**src/rtl/mem_bank_stream_addr_gen.sv**
```systemverilog
// Strided/linear address sequencer for one operand buffer bank with pass replay.
// Optional bound check: define MEM_BANK_ADDR_BOUND_CHECK_EN to build addr_err_o logic.
module mem_bank_stream_addr_gen #(
   parameter int ARRAY_WIDTH          = 4,
   parameter int BUS_WIDTH_BYTES      = 32,
   parameter int DATA_WIDTH_BYTES     = 1,
   parameter int BUFFER_ADDRESS_WIDTH = 10
) (
   input  logic                            clk,
   input  logic                            reset,
   input  logic                            start_i,
   input  logic                            mode_i,
   input  logic [15:0]                     n,
   input  logic [15:0]                     p,
   input  logic [7:0]                      reps_i,
   input  logic                            valid_i,
   output logic [BUFFER_ADDRESS_WIDTH-1:0] addr_o,
   output logic                            burst_last_o,
   output logic                            busy_o,
   output logic                            done_o,
   output logic [15:0]                     global_counts,
   input  logic                            clear,
   output logic                            addr_err_o
);
   localparam int BURST = BUS_WIDTH_BYTES / DATA_WIDTH_BYTES / ARRAY_WIDTH;
   localparam int BW    = $clog2(BURST);

   typedef enum logic {IDLE, RUN} state_t;

   state_t        state, state_n;
   logic          mode_q, mode_n;
   logic [15:0]   n_q, n_n, p_q, p_n, i_q, i_n, j_q, j_n;
   logic [7:0]    reps_q, reps_n, pass_q, pass_n;
   logic [31:0]   lin, lin_n, col_base, col_base_n;
   logic [BW-1:0] bcnt, bcnt_n;
   logic          done_n, last_n, burst_last_n, beat, last_elem;

   assign beat      = valid_i & (state == RUN);
   assign last_elem = (i_q == n_q - 16'd1) && (j_q == p_q - 16'd1);

   always_comb begin
      state_n    = state;
      mode_n     = mode_q;
      n_n        = n_q;
      p_n        = p_q;
      reps_n     = reps_q;
      i_n        = i_q;
      j_n        = j_q;
      pass_n     = pass_q;
      lin_n      = lin;
      col_base_n = col_base;
      bcnt_n     = bcnt;
      done_n     = 1'b0;
      if (start_i) begin
         // start overrides any in-flight sequence and any same-cycle beat
         mode_n     = mode_i;
         n_n        = n;
         p_n        = p;
         reps_n     = reps_i;
         i_n        = '0;
         j_n        = '0;
         pass_n     = '0;
         lin_n      = '0;
         col_base_n = '0;
         bcnt_n     = '0;
         if (n == 16'd0 || p == 16'd0 || reps_i == 8'd0) begin
            state_n = IDLE;
            done_n  = 1'b1;
         end else begin
            state_n = RUN;
         end
      end else if (beat) begin
         bcnt_n = bcnt + BW'(1);
         if (last_elem) begin
            i_n        = '0;
            j_n        = '0;
            lin_n      = '0;
            col_base_n = '0;
            bcnt_n     = '0;
            if (pass_q < reps_q - 8'd1) begin
               pass_n = pass_q + 8'd1;
            end else begin
               pass_n  = '0;
               state_n = IDLE;
               done_n  = 1'b1;
            end
         end else if (mode_q) begin
            lin_n = lin + 32'd1;
            if (j_q == p_q - 16'd1) begin
               j_n = '0;
               i_n = i_q + 16'd1;
            end else begin
               j_n = j_q + 16'd1;
            end
         end else begin
            if (i_q == n_q - 16'd1) begin
               lin_n      = col_base + 32'd1;
               col_base_n = col_base + 32'd1;
               i_n        = '0;
               j_n        = j_q + 16'd1;
            end else begin
               lin_n = lin + 32'(p_q);
               i_n   = i_q + 16'd1;
            end
         end
      end
      last_n       = (i_n == n_n - 16'd1) && (j_n == p_n - 16'd1);
      burst_last_n = (state_n == RUN) && ((bcnt_n == BW'(BURST - 1)) || last_n);
   end

   always_ff @(posedge clk) begin
      if (reset) begin
         state        <= IDLE;
         mode_q       <= 1'b0;
         n_q          <= '0;
         p_q          <= '0;
         reps_q       <= '0;
         i_q          <= '0;
         j_q          <= '0;
         pass_q       <= '0;
         lin          <= '0;
         col_base     <= '0;
         bcnt         <= '0;
         done_o       <= 1'b0;
         burst_last_o <= 1'b0;
      end else begin
         state        <= state_n;
         mode_q       <= mode_n;
         n_q          <= n_n;
         p_q          <= p_n;
         reps_q       <= reps_n;
         i_q          <= i_n;
         j_q          <= j_n;
         pass_q       <= pass_n;
         lin          <= lin_n;
         col_base     <= col_base_n;
         bcnt         <= bcnt_n;
         done_o       <= done_n;
         burst_last_o <= burst_last_n;
      end
   end

   always_ff @(posedge clk) begin
      if (reset)                 global_counts <= '0;
      else if (clear | start_i)  global_counts <= '0;
      else if (beat && global_counts != 16'hFFFF)
         global_counts <= global_counts + 16'd1;
   end

`ifdef MEM_BANK_ADDR_BOUND_CHECK_EN
   always_ff @(posedge clk) begin
      if (reset)        addr_err_o <= 1'b0;
      else if (start_i) addr_err_o <= 1'b0;
      else if (beat && (|lin[31:BUFFER_ADDRESS_WIDTH])) addr_err_o <= 1'b1;
   end
`else
   assign addr_err_o = 1'b0;
`endif

   assign addr_o = lin[BUFFER_ADDRESS_WIDTH-1:0];
   assign busy_o = (state == RUN);
endmodule
```
**config.mk**
```make
export PLATFORM = sky130hd
export DESIGN_NAME = mem_bank_stream_addr_gen
export DESIGN_NICKNAME = d
export VERILOG_FILES = /design/src/rtl/mem_bank_stream_addr_gen.sv
export SDC_FILE = /design/constraint.sdc
export NUM_CORES = 1
export LEC_CHECK = 0
export ABC_AREA = 1
export CORE_AREA = 2 2 165 167
export CTS_BUF_LIST = sky130_fd_sc_hd__clkbuf_2 sky130_fd_sc_hd__clkbuf_4 sky130_fd_sc_hd__clkbuf_8
export DETAILED_ROUTE_END_ITERATION = 7
export DIE_AREA = 0 0 167 169
export SLEW_MARGIN = 0
export SYNTH_ARGS = -nofsm -noshare
export SYNTH_HDL_FRONTEND = slang
export SYNTH_SLANG_ARGS = --single-unit
```
**constraint.sdc**
```tcl
create_clock -name clk -period 3.55 [get_ports clk]
set_input_delay 0.71 -clock clk [delete_from_list [all_inputs] [get_ports clk]]
set_output_delay 0.71 -clock clk [all_outputs]
set_load 0.02 [all_outputs]
```
==> metrics.md, run 1 <==
| Metric | Value |
|---|---|
| Outcome | finished clean |
| First-pass iteration count of the detailed router | 8 |
| DR vias/cell | 5.150 |
| Met1 Track Usage GR | 0.3100 |
| Synthesized area per cell | 5.938 um^2 |
| Initial antenna violation count | 0 |
| Slew HR | 0.3782 |
| Total gr overflow | 0 |
| Fin Setup TNS | 0 ns |
| Die ar. | 0.02822 mm^2 |
| Most frequent CP cell | nand2_1 |
| Hold_buf cts | 0 |
| Root buf cell | clkbuf_8 |
| Crit path max fanout | 11 |
| Largest net degree at the start of global routing | 78 |
| Routed vias | 11,450 |
| #FFs+latches synth | about 120 |
| Final Hold Fails | 0 |
| Worst VDD drop | approximately 0.2 mV |
| Critical path class | flop to flop |
| CP arrival | 3.67 ns |
| Register area share after synthesis | 0.2357 |
| Worst-case clock buffer depth | 2 |
| Critical path, cell by cell | nor2_2, nand2_1, nor2_4, nand2_2, nand2_1, nand2_1, nor2_2, nand3_1, nor2_2, nand2_4, nor2_4, o21ai_0, nand3_1, nand2_1, nand2_1, nand3_1, nor2_1, nand2_1, nor2_2, nand2_1, a21oi_2 |
| Final HPWL DP | 26,370 um |
| Worst-path clk slew | around 0.1 ns |
| WHS | 0.4741 ns |
| Die W | 167 um |
| Syn_nets | 1,834 |
| Core Box Area | 0.02650 mm^2 |
| Num CTS Buffers | 17 |
| Fill cells | about 2,800 |
| Crit-path slowest cell | dfxtp_1 |
| P per Cell Area | 311.9 mW/mm^2 |
| Cell variety after synth | 64 |
| RD Place Congestion | 0.9071 |
| Fmax | 0.3080 GHz |
| WL final | roughly 34,000 um |
| Worst setup SP type | flop |
| EDFF count, synth | 0 |
| # setup viols final | 0 |
| Share of layout cells above drive strength 1 | 0.09400 |
| Met2 Use GR | 0.4101 |
| Die Ht | 169 um |
| Pre-CTS WS | -0.03327 ns |
| CP bufs+invs | 0 |
| CP endpoint kind | flop |
| Busiest grt layer | met2 |
| CTS tree | done |
| Antenna viol nets, final | 0 |
| Crit path launch | p_q[7]$_SDFF_PP0_ |
| R2R Path Start | p_q[7]$_SDFF_PP0_ |
| Post-DP Area | 0.01188 mm^2 |
| Final min period | 3.247 ns |
| # nets final | between 1,500 and 2,000 |
| Max Cap Violations | 0 |
| Mapped cell area | around 0.010 mm^2 |
| Initial core utilization | 0.3941 |
| Max incr delay on CP | 0.46 ns |
| RSZ-0062 raised after global routing | false |
| IO buf count | 74 |
| FFs w/ async S/R, synth | 0 |
| DRC | 0 |
| Io pins | 76 |
| Post-Syn Instances | approximately 1,800 |
| Worst EP required | ~4.0 ns |
| CTS Sinks | 123 |
| Wirelength per Cell | 15.29 um |
| Hold path startpoint | col_base[4]$_SDFFE_PP0P_ |
| H-Tree Depth | 4 |
| Drt initial violations | 780 |
| Area growth syn-to-layout | 18.45% |
| Kind of cell adding the most delay to the critical path | simple AND/OR/NAND/NOR gates |
| # rows | 60 |
| Worst setup margin | 0.3033 ns |
| Number of global-route vias before repair | 10,790 |
| Max Slew Vio Count | 0 |
| Power consumption | 3859 uW |
| All-Layer GR Usage | 0.2423 |
| Synth warnings | 0 |
| Period utilization | 0.9146 |
| Number of diodes | 0 |
| Leak | 0.005760 uW |
| Worst-Skew Late Latency | ~0.48 ns |
| Worst Max-Slew Pin Slew | between 0.9 and 1 ns |
| Worst min path class | flop to flop |
| Met3 Usage GRT | 0.03531 |
| Ys flop type | dfxtp_1 |
| Global-route wire length before repair | 55,120 um |
| Final Cell Area | 0.01237 mm^2 |
| Skew final | 0.02294 ns |
## layout make-up
class / count / area (um^2) / share of cell area
clock inverter: 13 / 130.1 / 0.01052
multi-input combinational: 1358 / 6933 / 0.5604
sequential: 123 / 2462 / 0.1990
inverter: 232 / 872.1 / 0.07049
clock buffer: 19 / 261.5 / 0.02114
timing repair buffer: 138 / 1286 / 0.1040
tap: 341 / 426.7 / 0.03449
## kinds of logic (layout without fill, tap and decap cells)
group | count (synthesis) | count (layout) | share of synthesized area
and+or+nand+nor | 1058 | 1058 | 0.4518
adders and majority gates | 29 | 29 | 0.03546
muxes | 4 | 4 | 0.003833
xor gates and xnor gates | 87 | 87 | 0.07295
other | 1 | 1 | 0.0003590
buffers and inverters | 278 | 402 | 0.1034
AOI/OAI and AO/OA | 179 | 179 | 0.09643
DFF | 123 | 123 | 0.2357
## flip-flops by register name (all words and copies together) (netlist names)
name and count:
mode_q 1, j_q 16, busy_o 1, bcnt 3, i_q 16, global_counts 16, reps_q 8, col_base 10
done_o 1, lin 10, pass_q 8, p_q 16, burst_last_o 1, n_q 16
## final timing paths
path                                                  to  slack, ns  depth (start not counted)
worst max register to register   burst_last_o$_SDFF_PP0_       0.30                         21
worst min register to register  col_base[4]$_SDFFE_PP0P_       0.47                          2
worst min-delay path            col_base[4]$_SDFFE_PP0P_       0.47                          2
worst max-delay path             burst_last_o$_SDFF_PP0_       0.30                         21
## cells in the mapped netlist (2+ instances only)
| cell type | n | share of area |
|---|---|---|
| a211oi_1 | 5 | 0.0036 |
| a21o_1 | 3 | 0.0022 |
| a21oi_1 | 78 | 0.037 |
| a31oi_1 | 2 | 0.0012 |
| and2_1 | 3 | 0.0018 |
| and3_1 | 3 | 0.0018 |
| buf_1 | 6 | 0.0022 |
| buf_2 | 7 | 0.0034 |
| buf_6 | 3 | 0.0032 |
| clkbuf_1 | 29 | 0.010 |
| clkinv_1 | 6 | 0.0022 |
| dfxtp_1 | 123 | 0.24 |
| ha_1 | 28 | 0.034 |
| inv_1 | 220 | 0.079 |
| inv_2 | 5 | 0.0018 |
| mux2i_1 | 4 | 0.0038 |
| nand2_1 | 520 | 0.19 |
| nand2_2 | 10 | 0.0060 |
| nand2_4 | 3 | 0.0032 |
| nand3_1 | 162 | 0.078 |
| nand3_2 | 2 | 0.0019 |
| nand3_4 | 2 | 0.0034 |
| nand3b_1 | 13 | 0.0093 |
| nand4_1 | 37 | 0.022 |
| nor2_1 | 212 | 0.076 |
| nor2_2 | 10 | 0.0060 |
| nor2_4 | 6 | 0.0065 |
| nor3_1 | 26 | 0.012 |
| nor3_2 | 3 | 0.0029 |
| nor3b_1 | 4 | 0.0029 |
| nor4_1 | 17 | 0.010 |
| o211ai_1 | 4 | 0.0029 |
| o21a_1 | 5 | 0.0036 |
| o21ai_0 | 54 | 0.026 |
| o21ai_1 | 12 | 0.0058 |
| o21ai_2 | 2 | 0.0017 |
| o21bai_1 | 2 | 0.0014 |
| or2_2 | 16 | 0.0096 |
| or3_1 | 2 | 0.0012 |
| xnor2_1 | 23 | 0.019 |
| xor2_1 | 64 | 0.054 |
## worst reg2reg max path, delay by kind of cell (launching register included)
family | cells | cell delay [ns]
AO/OA/AOI/OAI | 2 | 0.28
flip-flops | 1 | 0.46
AND/OR/NAND/NOR | 19 | 2.47
## timing repair
| item | in CTS | in global routing |
|---|---|---|
| resized for setup | 0 | 10 |
| setup endpoints to repair | 0 | 3 |
| endpoints found under the hold margin | 0 | 0 |
| buffers inserted | 0 | 6 |
## through the flow
stage / instances / utilization
after floorplan: 1759 / -
after global placement: 2186 / 0.4483
after detailed placement: 2186 / 0.4483
after CTS: 2218 / 0.4631
after global routing: 2224 / 0.4669
final: 2224 / 0.4669
## routing by layer
| layer | up-vias | wire length [um] |
|---|---|---|
| met3 | 66 | 1666 |
| met1 | 5227 | 15420 |
| met5 | - | 0 |
| met2 | 310 | 15760 |
| li1 | 5851 | - |
| met4 | 0 | 1163 |
## cell usage in the layout, fill, tap and decap left out, types with 13 or more instances in the layout
cell type,n
inv_1,220
dfxtp_1,123
nor2_1,206
nor3_1,26
clkbuf_8,19
clkdlybuf4s50_1,72
nor2_2,16
buf_4,58
xnor2_1,23
a21oi_1,78
nand3_1,160
nand4_1,37
nor4_1,17
ha_1,27
nand2_1,519
o21ai_0,54
nand3b_1,13
xor2_1,64
or2_2,16
## report_power, final
| group | leakage, uW | total [uW] | internal (uW) | switching [uW] |
|---|---|---|---|---|
| Combinational | 0.00456 | 1030 | 382 | 647 |
| Clock | 0.000198 | 1330 | 611 | 722 |
| Sequential | 0.00100 | 1500 | 1420 | 74.0 |
Power figures use the tool's default switching activity.
==> run 2: changes to the inputs <==
--- a/config.mk
+++ b/config.mk
@@ -6,10 +6,11 @@
 export NUM_CORES = 1
 export LEC_CHECK = 0
 export ABC_AREA = 1
-export CORE_AREA = 2 2 165 167
+export CORE_AREA = 2 2 190 192
 export CTS_BUF_LIST = sky130_fd_sc_hd__clkbuf_2 sky130_fd_sc_hd__clkbuf_4 sky130_fd_sc_hd__clkbuf_8
+export CTS_CLUSTER_DIAMETER = 200
 export DETAILED_ROUTE_END_ITERATION = 7
-export DIE_AREA = 0 0 167 169
+export DIE_AREA = 0 0 192 194
 export SLEW_MARGIN = 0
 export SYNTH_ARGS = -nofsm -noshare
 export SYNTH_HDL_FRONTEND = slang
==> run 2 against run 1 <==
  * Cell area is 1.9% higher
  * Power is 2.5% higher
  * Sequential cell count stayed put
  * Critical path depth is 3 higher
  * Setup slack worse by 0.030 ns
  * Clock skew hardly changed
  * Non-clock buffer count is 9 higher
  * Highest routed layer is now met5
  * Critical endpoint unchanged
  * Critical path type unchanged
  * Largest cell class unchanged
  * Wire length is 1.5% higher
  * Worst hold slack worse by 0.0056 ns
  * Die area is 32% higher
  * Combinational power hardly changed
  * Largest power group unchanged
==> metrics.md, run 2 (synthesis results as in run 1) <==
| Metric | Value |
|---|---|
| Die W | 192 um (+15%) |
| Commonest non-fill, non-tap cell in the layout | nand2_1 |
| Num CTS Buffers | 17 (unchanged) |
| Filler-free cell count of the finished design | 2,354 (+5.8%) |
| All-Layer GR Usage | 0.1856 (-0.05668) |
| Routed vias | 11,490 (+0.27%) |
| DR vias/cell | 4.879 (-5.3%) |
| Total gr overflow | 0 (unchanged) |
| Outcome | finished clean |
| Worst Max-Slew Pin Slew | 0.9308 ns (-0.001839 ns) |
| Most frequent CP cell | nand2_1 |
| Die ar. | 0.03725 mm^2 (+32%) |
| Worst EP required | 3.96 ns (about the same) |
| Worst VDD drop | 0.2316 mV (+15%) |
| Hold path startpoint | pass_q[7]$_SDFFE_PP0P_ |
| Worst-path clk slew | 0.08 ns (-0.02 ns) |
| Largest net degree at the start of global routing | 78 (unchanged) |
| H-Tree Depth | 4 (unchanged) |
| Fmax | 0.3052 GHz (-0.91%) |
| Root buf cell | clkbuf_8 |
| Worst-Skew Late Latency | 0.48 ns (about the same) |
| Number of global-route vias before repair | 10,790 (-0.019%) |
| Drt initial violations | 857 (+9.9%) |
| Max incr delay on CP | 0.33 ns (-0.13 ns) |
| Max Cap Violations | 0 (unchanged) |
| Worst min path class | flop to flop |
| WL final | 34,530 um (+1.5%) |
| DRC | 0 (unchanged) |
| Area growth syn-to-layout | 20.69% |
| RD Place Congestion | 0.9075 (about the same) |
| Global-route wire length before repair | 55,070 um (about the same) |
| Critical path class | flop to flop |
| Worst setup SP type | flop |
| Hold EP | pass_q[7]$_SDFFE_PP0P_ |
| Critical path, cell by cell | inv_1, ha_2, nand2_4, nor2_1, nand3_1, nand2_1, nand2_1, nor2_1, nand2_1, inv_1, nand3_1, inv_1, o21ai_0, nand2_1, nand2_1, nand3_1, nand2_1, nand2_1, nand2_1, nor2_1, nand2_1, nor2_1, nand2_1, a21oi_2 |
| Worst-case clock buffer depth | 2 (unchanged) |
| Skew final | 0.02337 ns (+0.0004309 ns) |
| Kind of cell adding the most delay to the critical path | simple AND/OR/NAND/NOR gates |
| IO buf count | 74 (unchanged) |
| P_int | 2584 uW (+6.9%) |
| Initial core utilization | 0.2965 (-0.09761) |
| Reg-to-Reg End | burst_last_o$_SDFF_PP0_ |
| Net Sw Frac | 0.3469 (-0.02674) |
| Clock network power share | 0.359 (+0.014) |
| Worst hold path cell count | 1 (-1) |
| Die Ht | 194 um (+15%) |
| CTS Sinks | 123 (unchanged) |
| Reg-to-reg setup timing slack | 0.27 ns (-0.03 ns) |
| Dpl cells | 2,319 (+6.1%) |
| Wirelength per Cell | 14.67 um (-4.1%) |
| Initial antenna violation count | 2 (+2) |
| Power consumption | 3956 uW (+2.5%) |
| Max Slew Vio Count | 0 (unchanged) |
| Core Box Area | 0.03522 mm^2 (+33%) |
| CTS tree | done |
| Final min period | 3.277 ns (+0.02989 ns) |
| Final HPWL DP | 26,860 um (+1.9%) |
| # setup viols final | 0 (unchanged) |
| Antenna viol nets, final | 0 (unchanged) |
| Seq pwr share | 0.377 (-0.011) |
| P per Cell Area | 313.8 mW/mm^2 (+0.61%) |
| R2R Path Start | n_q[1]$_SDFF_PP0_ |
| Leak | 0.005819 uW (+1.0%) |
| Sw power | 1373 uW (-4.8%) |
| Fill cells | 3,858 (+36%) |
| Slew HR | 0.3794 (+0.001226) |
| Part of the power in combinational logic | 0.264 (-0.003) |
| Final Hold Fails | 0 (unchanged) |
| CP endpoint kind | flop |
| CP arrival | 3.69 ns (+0.02 ns) |
| CP Depth | 24 (+14%) |
| Share of layout cells above drive strength 1 | 0.09619 (+0.002196) |
| Cells on worst reg2reg path | 24 (+14%) |
| Period utilization | 0.9230 (+0.008420) |
| Crit-path slowest cell | dfxtp_1 |
| CP bufs+invs | 3 (+3) |
| Commonest cells after routing, fill and taps aside | 519 x nand2_1, 220 x inv_1, 210 x nor2_1 |
| First-pass iteration count of the detailed router | 5 (-3) |
| # rows | 69 (+15%) |
| Crit path max fanout | 6 (-5) |
| Io pins | 76 (unchanged) |
| # nets final | 1,954 (+0.46%) |
run 2: per-layer routing:
| metal | up-vias | track usage | share of wire | routed length (um) |
|---|---|---|---|---|
| met5 | - | 0 | 0.00032 | 11 |
| met4 | 2 | 0.06220 | 0.027 | 936 |
| met3 | 53 | 0.03584 | 0.061 | 2116 |
| met2 | 305 | 0.3138 | 0.47 | 16070 |
| met1 | 5244 | 0.2350 | 0.45 | 15400 |
| li1 | 5881 | - | - | - |
run 2: timing repair:
action	CTS	global route
setup buffers	0	2
gates resized for setup	0	7
hold buffers	0	0
setup endpoints to repair	0	4
run 2: layout make-up:
cell class | instances | area [um^2] | area share
multi-input combinational | 1358 | 6918 | 0.5488
sequential | 123 | 2464 | 0.1954
timing repair buffer | 147 | 1333 | 0.1057
inverter | 232 | 872.1 | 0.06918
tap | 461 | 576.8 | 0.04576
clock buffer | 21 | 282.8 | 0.02243
clock inverter | 11 | 157.7 | 0.01251
antenna | 1 | 2.502 | 0.0001985
run 2: worst max-delay path by stage:
stage,end,slack [ns],start
final,burst_last_o$_SDFF_PP0_,0.27,n_q[1]$_SDFF_PP0_
after floorplan,burst_last_o$_SDFF_PP0_,0.70,start_i
after CTS,burst_last_o$_SDFF_PP0_,0.14,p_q[1]$_SDFF_PP0_
after detailed placement,burst_last_o$_SDFF_PP0_,0.007,n[0]
after global routing,burst_last_o$_SDFF_PP0_,-0.002,n_q[0]$_SDFF_PP0_
after global placement,burst_last_o$_SDFF_PP0_,0.03,n[0]
run 2: power groups by stage:
stage / logic, uW / registers [uW] / clock network [uW]
after detailed placement: 1030 / 1520 / 0
after floorplan: 709 / 1500 / 0
after global routing: 1180 / 1500 / 1520
final: 1040 / 1490 / 1420
after global placement: 1020 / 1520 / 0
after CTS: 1040 / 1490 / 1470
run 2: worst register-to-register path: stages (launching register included):
cell     delay, ns
dfxtp_1       0.33
inv_1         0.10
ha_2          0.26
nand2_4       0.11
nor2_1        0.23
nand3_1       0.11
nand2_1       0.12
nand2_1       0.07
nor2_1        0.09
nand2_1       0.06
inv_1         0.05
nand3_1       0.25
inv_1         0.16
o21ai_0       0.19
nand2_1       0.13
nand2_1       0.09
nand3_1       0.11
nand2_1       0.06
nand2_1       0.05
nand2_1       0.05
nor2_1        0.08
nand2_1       0.06
nor2_1        0.24
nand2_1       0.10
a21oi_2       0.12
run 2: metrics by stage:
step / utilization / hold WS [ns] / area, um^2 / setup slack (ns) / setup TNS [ns]
finish: 0.3579 / 0.4685 / 12610 / 0.2734 / 0
global route: 0.3578 / 0.5015 / 12600 / -0.002359 / -0.002359
CTS: 0.3565 / 0.4713 / 12560 / 0.1416 / 0
detailed placement: 0.3440 / 0.4589 / 12120 / 0.007441 / 0
global placement: 0.3440 / 0.4507 / 12120 / 0.02728 / 0
floorplan: - / 0.4334 / 10450 / 0.6985 / 0
